[src/rtl/uart_pkg.sv]
// Shared UART constants: default receiver word width, RX FIFO address width,
// baud divisor width and the receiver oversampling factor.
package uart_pkg;

  localparam int unsigned DefDbits   = 8;
  localparam int unsigned DefFifoAw  = 2;
  localparam int unsigned DefDvsrW   = 11;
  // Receiver samples each bit this many times; dvsr = f_clk / (Oversample * baud) - 1.
  localparam int unsigned Oversample = 16;

endpackage

[src/rtl/fifo_sync.sv]
// Synchronous first-word-fall-through FIFO, depth 2**FIFO_AW.
// Ports:
//   clk, rst      clock, synchronous active-high reset (pointers only)
//   wr, wdata     push request and data; accepted when not full, or when full
//                 and a pop is accepted in the same cycle
//   rd            pop request; ignored while empty
//   rdata         head word, combinational from storage
//   empty, full   occupancy flags derived from the pointers
module fifo_sync
  import uart_pkg::*;
#(
  parameter int unsigned DBITS   = DefDbits,
  parameter int unsigned FIFO_AW = DefFifoAw
) (
  input  logic             clk,
  input  logic             rst,
  input  logic             wr,
  input  logic [DBITS-1:0] wdata,
  input  logic             rd,
  output logic [DBITS-1:0] rdata,
  output logic             empty,
  output logic             full
);

  localparam int unsigned Depth = 2 ** FIFO_AW;

  logic [DBITS-1:0] mem_q [Depth];
  // Extra MSB is a wrap bit that separates full from empty.
  logic [FIFO_AW:0] wptr_q, rptr_q;
  logic             wr_en, rd_en;

  always_comb begin
    empty = (wptr_q == rptr_q);
    full  = (wptr_q[FIFO_AW] != rptr_q[FIFO_AW]) &&
            (wptr_q[FIFO_AW-1:0] == rptr_q[FIFO_AW-1:0]);
    rd_en = rd & ~empty;
    // A pop in the same cycle frees the slot a full FIFO needs.
    wr_en = wr & (~full | rd_en);
    rdata = mem_q[rptr_q[FIFO_AW-1:0]];
  end

  always_ff @(posedge clk) begin
    if (rst) begin
      wptr_q <= '0;
      rptr_q <= '0;
    end else begin
      if (wr_en) wptr_q <= wptr_q + (FIFO_AW+1)'(1);
      if (rd_en) rptr_q <= rptr_q + (FIFO_AW+1)'(1);
    end
  end

  // Storage is not reset; the pointers alone define what is valid.
  always_ff @(posedge clk) begin
    if (wr_en && !rst) mem_q[wptr_q[FIFO_AW-1:0]] <= wdata;
  end

endmodule

[src/rtl/uart_rx_ctrl.sv]
// UART receive-side controller: 16x oversampling tick generator plus an RX
// FIFO that captures each completed byte from the receiver.
// Ports:
//   clk, rst       clock, synchronous active-high reset
//   dvsr           baud divisor; s_tick period is dvsr+1 clocks
//   s_tick         registered one-cycle oversampling tick to the receiver
//   rx_done        receiver byte-complete pulse, rx_data valid with it
//   rd             pop request from the bus side
//   rd_data        FIFO head word (first-word fall-through)
//   rx_empty       FIFO empty
//   rx_full        FIFO full
//   overrun        sticky: a byte was dropped because the FIFO was full
//   clr_overrun    clears overrun (a same-cycle drop wins)
module uart_rx_ctrl
  import uart_pkg::*;
#(
  parameter int unsigned DBITS   = DefDbits,
  parameter int unsigned FIFO_AW = DefFifoAw,
  parameter int unsigned DVSR_W  = DefDvsrW
) (
  input  logic              clk,
  input  logic              rst,
  input  logic [DVSR_W-1:0] dvsr,
  output logic              s_tick,
  input  logic              rx_done,
  input  logic [DBITS-1:0]  rx_data,
  input  logic              rd,
  output logic [DBITS-1:0]  rd_data,
  output logic              rx_empty,
  output logic              rx_full,
  output logic              overrun,
  input  logic              clr_overrun
);

  logic [DVSR_W-1:0] tcnt_q;
  logic              s_tick_q;
  logic              overrun_q;
  logic              drop;

  // Tick generator. The >= compare lets a lowered dvsr wrap immediately.
  always_ff @(posedge clk) begin
    if (rst) begin
      tcnt_q   <= '0;
      s_tick_q <= 1'b0;
    end else if (tcnt_q >= dvsr) begin
      tcnt_q   <= '0;
      s_tick_q <= 1'b1;
    end else begin
      tcnt_q   <= tcnt_q + DVSR_W'(1);
      s_tick_q <= 1'b0;
    end
  end

  fifo_sync #(
    .DBITS   (DBITS),
    .FIFO_AW (FIFO_AW)
  ) u_fifo (
    .clk   (clk),
    .rst   (rst),
    .wr    (rx_done),
    .wdata (rx_data),
    .rd    (rd),
    .rdata (rd_data),
    .empty (rx_empty),
    .full  (rx_full)
  );

  // A full FIFO is never empty, so any rd frees a slot for the push.
  assign drop = rx_done & rx_full & ~rd;

  always_ff @(posedge clk) begin
    if (rst) begin
      overrun_q <= 1'b0;
    end else if (drop) begin
      overrun_q <= 1'b1;
    end else if (clr_overrun) begin
      overrun_q <= 1'b0;
    end
  end

  assign s_tick  = s_tick_q;
  assign overrun = overrun_q;

endmodule

[config.mk]
export PLATFORM = sky130hd
export DESIGN_NAME = uart_rx_ctrl
export DESIGN_NICKNAME = d
export VERILOG_FILES = /design/src/rtl/uart_pkg.sv /design/src/rtl/fifo_sync.sv /design/src/rtl/uart_rx_ctrl.sv
export SDC_FILE = /design/constraint.sdc
export NUM_CORES = 1
export LEC_CHECK = 0
export ABC_AREA = 0
export CAP_MARGIN = 20
export CORE_MARGIN = 4
export CORE_UTILIZATION = 40
export CTS_CLUSTER_DIAMETER = 80
export CTS_CLUSTER_SIZE = 30
export DETAILED_ROUTE_END_ITERATION = 8
export SYNTH_ARGS = -nofsm -noshare
export SYNTH_HDL_FRONTEND = slang
export SYNTH_SLANG_ARGS = --single-unit
[constraint.sdc]
create_clock -name clk -period 3.4 [get_ports clk]
set_input_delay 0.68 -clock clk [delete_from_list [all_inputs] [get_ports clk]]
set_output_delay 0.68 -clock clk [all_outputs]
set_load 0.01 [all_outputs]
# After elaboration in Yosys (flattened, before gate mapping)
# Memories as Yosys holds them, arrays and structs flattened. A register that Yosys moved wholly into a read port is not among the register bits.
# Cells that the tools add are included.
dict set report word_totals {
  regBits 19
  latch_bits 0
  ramBits 32
  mem_bits_ro 0
  in_bits 24
  out_inout_bits 12
  elab_cells 33
  mem_count 1
}
# name depth width rd rd_ports_with_merged_regs write_ports line_no
set memory_table {}
lappend memory_table {u_fifo.mem_q 4 8 1 1 1 fifo_sync.sv:27} ;# logic [DBITS-1:0] mem_q [Depth];
dict set report op_classes {
  add_sub_neg 3
  n_mul 0
  n_div 0
  order_cmp 1
  eq_ne 3
  n_shift 0
  mux 7
  bitwise 8
  n_reduce_logical 5
}
# cell count
set ops {}
lappend ops {{$add A11 B1 Y11 const B} 1}
lappend ops {{$ge A11 B11 Y1} 1}
lappend ops {{$add A3 B1 Y3 const B} 2}
lappend ops {{$mux W1} 5}
lappend ops {{$and A1 B1 Y1} 4}
lappend ops {{$mux W2} 2}
lappend ops {{$eq A3 B3 Y1} 1}
lappend ops {{$not A1 Y1} 3}
lappend ops {{$eq A2 B2 Y1} 1}
lappend ops {{$logic_and A1 B1 Y1} 2}
lappend ops {{$reduce_bool A2 Y1} 1}
lappend ops {{$reduce_or A2 Y1} 1}
lappend ops {{$logic_not A1 Y1} 1}
lappend ops {{$ne A1 B1 Y1} 1}
lappend ops {{$or A1 B1 Y1} 1}

# Longest topological paths before layout
dict set report logic_depth {
  ltp_word 8
  mapped_depth 7
  mapped_depth_nobuf 6
}

# Hierarchy
# From an unflattened synthesis, not the netlist that was laid out.
dict set report hier_totals {
  cells_unflattened 193
  area_unflattened_um2 2491.1
}
# module n_inst cells_each area_each_um2 seq_area_each_um2
set modules_own_cells {}
lappend modules_own_cells {fifo_sync 1 102 1712.9 1121.1}
lappend modules_own_cells {uart_rx_ctrl 1 91 778.2 260.2}

# Worst setup path after synthesis
# OpenSTA, ideal clock, no wires.
dict set report synth_timing {
  kind {in2reg}
  startpoint {input port dvsr[6]}
  endpoint {register tcnt_q[10]}
  setup_ns 0.078
  arrival_ns 1.904
  required_ns 3.322
  setup_slack_ns 1.418
  stages 7
  n_path_buf 1
  path_cell_list {inv_1 -> ha_1 -> a21oi_1 -> o21ai_0 -> a221o_1 -> clkbuf_1 -> nor3_1}
}
dict set report synth_via {
  elab_chain_cells 2
}
# item line_no
set synth_lines {}
lappend synth_lines {{from (decl)} uart_rx_ctrl.sv:23} ;# input logic [DVSR_W-1:0] dvsr,
lappend synth_lines {{$ge A11 B11 Y1} uart_rx_ctrl.sv:45} ;# end else if (tcnt_q >= dvsr) begin
lappend synth_lines {{$reduce_or A2 Y1 (no line)} --}
lappend synth_lines {{to (signal assigned)} uart_rx_ctrl.sv:49} ;# tcnt_q <= tcnt_q + DVSR_W'(1);
lappend synth_lines {{to (decl)} uart_rx_ctrl.sv:35} ;# logic [DVSR_W-1:0] tcnt_q;
# Every way passes these cells.
# A chain may end at the register's enable or synchronous reset.

==> metrics <==
status=completed; Port Buffers=35; Crit Path Max Fanout=8; Fin Setup TNS=0 ps; Reg clk slew, reported paths=90 ps; sequential area share after synthesis=0.582; critical path class=flip-flop to output pin; syn nets=about 220; Post-Place Worst Slack=837 ps; synth unique cells=30; period utilisation layout=0.806; source of the worst register-to-register timing path=u_fifo.wptr_q[0]; Final Hold Viols=0; worst slew pin tran=~550 ps; Ports=36; Critical Path RT=2720 ps; YS warnings=0; gr ovfl total=0; Sequential cell area=~1400 um2; fin cells=292; Total Routing Usage GR=0.123; Max Cap Violations=0; Mapped Cells=180; Detailed Place HPWL=3.09 mm; CP delay by family, top=flip-flops; Worst Path Buf+Inv=1; clk_lat worst skew=300 ps; diode count=0; Slew headroom=0.630; starting density of the core=0.421; # resized after CTS=0; via/cell ratio=roughly 5; FF-to-FF End=u_fifo.mem_q[1][1]; full die area=7230 um2; # rows=27; H-Tree Level Count=2; Worst Setup EP=rd_data[1]; most common cell after layout, fill and taps aside=clkdlybuf4s50_1; CTS buffer count=5; worst-path cell with the longest stage delay=dfxtp_1; Final Setup Violations=0; Final ANT Viol Nets=0; R2R cell count=4; Layout area overhead=22.0%; crit start category=flip-flop; EDFF count, synth=32; FILL cells=492; pwr/cell area=456 nW/um2; core box area=about 5600 um2; placed cell count=284; initial detailed-routing violation count=87; Hold WC Path Type=flip-flop to flip-flop; Yosys reg bits=53; RSZ-0062 raised after global routing=no; die width=85.0 um; P_leak=1.07 nW; post-layout net count=260; Post-CTS Setup Bufs=0; f_max=about 0.36 GHz; Crit. End Element=output pin; flop2flop setup slack=1510 ps; clk_skew=3.37 ps; leading cell types in the layout, fill and taps excluded=clkdlybuf4s50_1 (35), edfxtp_1 (32), dfxtp_1 (21); CTS max path bufs=2; via count=about 1500; hold slack=approximately 490 ps; Stages on worst setup path=2; clock sink total=53; Vert. Die Dim=85.0 um; Period minus WS final=2740 ps; first-pass GRT wire length=~7 mm; DRC=0; drt pass-1 iters=4; initial antenna violation count=0; cts hold-fix bufs=0; Worst Slack Setup Final=658 ps; Critical Path Max Stage Delay=680 ps; Primary FF master, synth=edfxtp_1; clock tree root driver cell=clkbuf_8; peak supply drop=~0.00024 V; CTS tree=done; WL/cell=14.0 um; crit path DAT=2060 ps; Final Slew Violations=0; crit-path cells=mux4_2 -> clkdlybuf4s50_1; share of layout cells above drive strength 1=0.0909; vias in the first global route=1537; Detailed Route WL=4.09 mm; asr flop ratio synth=0; largest net degree at the start of global routing=23; area occupied by multi-input gates=908 um2; Placer Congestion=0.792; Mapped Area=2370 um2; Mean Syn Cell Area=13.2 um2
## sequential cells by signal (all words and copies together) (netlist names), named ones only
register	flops
s_tick	1
tcnt_q	11
overrun	1
u_fifo.wptr_q	3
u_fifo.mem_q	32
u_fifo.rptr_q	3
## worst register-to-register path: stages, from the launching register on
cell,delay (ps)
dfxtp_1,410
xor2_1,430
o41ai_4,160
nor2_1,150
and2_1,410
## synthesized netlist by cell type (2+ instances only)
| master | instances | area share |
|---|---|---|
| nand3_1 | 2 | 0.0042 |
| xnor2_1 | 6 | 0.022 |
| o21ai_0 | 4 | 0.0084 |
| nor3_1 | 16 | 0.034 |
| and2_1 | 3 | 0.0079 |
| clkbuf_1 | 3 | 0.0047 |
| dfxtp_1 | 21 | 0.18 |
| nor2_1 | 10 | 0.016 |
| xor2_1 | 9 | 0.033 |
| edfxtp_1 | 32 | 0.40 |
| nand2_1 | 7 | 0.011 |
| ha_1 | 17 | 0.090 |
| mux2i_1 | 2 | 0.0084 |
| mux4_2 | 8 | 0.076 |
| a21oi_1 | 6 | 0.013 |
| nand4_1 | 3 | 0.0079 |
| inv_1 | 17 | 0.027 |
| nor2b_1 | 2 | 0.0053 |
## layer usage
| layer | wire length [um] | up-vias | GRT usage | part of all wire |
|---|---|---|---|---|
| li1 | - | 725 | - | - |
| met2 | 2150 | 32 | 0.216 | 0.53 |
| met5 | 0 | - | 0 | 0 |
| met1 | 1700 | 695 | 0.140 | 0.41 |
| met4 | 82 | 0 | 0.0561 | 0.020 |
| met3 | 161 | 7 | 0.0282 | 0.039 |
## worst min-delay path by stage
stage / start / end / slack [ps] / depth (start not counted)
floorplan: tcnt_q[0] / tcnt_q[0] / 460 / 1
global placement: overrun / overrun / 470 / 2
detailed placement: overrun / overrun / 480 / 2
CTS: tcnt_q[0] / tcnt_q[0] / 500 / 1
global route: overrun / overrun / 520 / 2
finish: overrun / overrun / 490 / 2
## through the flow
stage / area (um2) / power [mW] / utilization
final: 2900 / 1.32 / 0.513
after global routing: 2900 / 1.40 / 0.513
after CTS: 2900 / 1.34 / 0.513
after detailed placement: 2810 / 1.00 / 0.498
after global placement: 2810 / 0.994 / 0.498
after floorplan: 2370 / 0.886 / -
## where the power goes
part           total (mW)  switching, mW  internal, mW
registers           0.744         0.0368         0.707
clock network       0.339          0.194         0.145
logic               0.239         0.0955         0.144
## layout make-up
cell class,count,share of cell area
timing repair buffer,37,0.126
tap,72,0.0311
clock buffer,6,0.0251
sequential,53,0.477
inverter,17,0.0220
multi-input combinational,105,0.314
clock inverter,2,0.00518
## cell families after synthesis
group,count (synthesis),synth area share
compound gates,15,0.0474
xor+xnor,16,0.0622
fa+ha+maj,17,0.0896
buf+inv,22,0.0353
flops,53,0.582
mux,10,0.0843
simple gates,47,0.0991
Note: power is estimated with default switching activity, not from simulation.
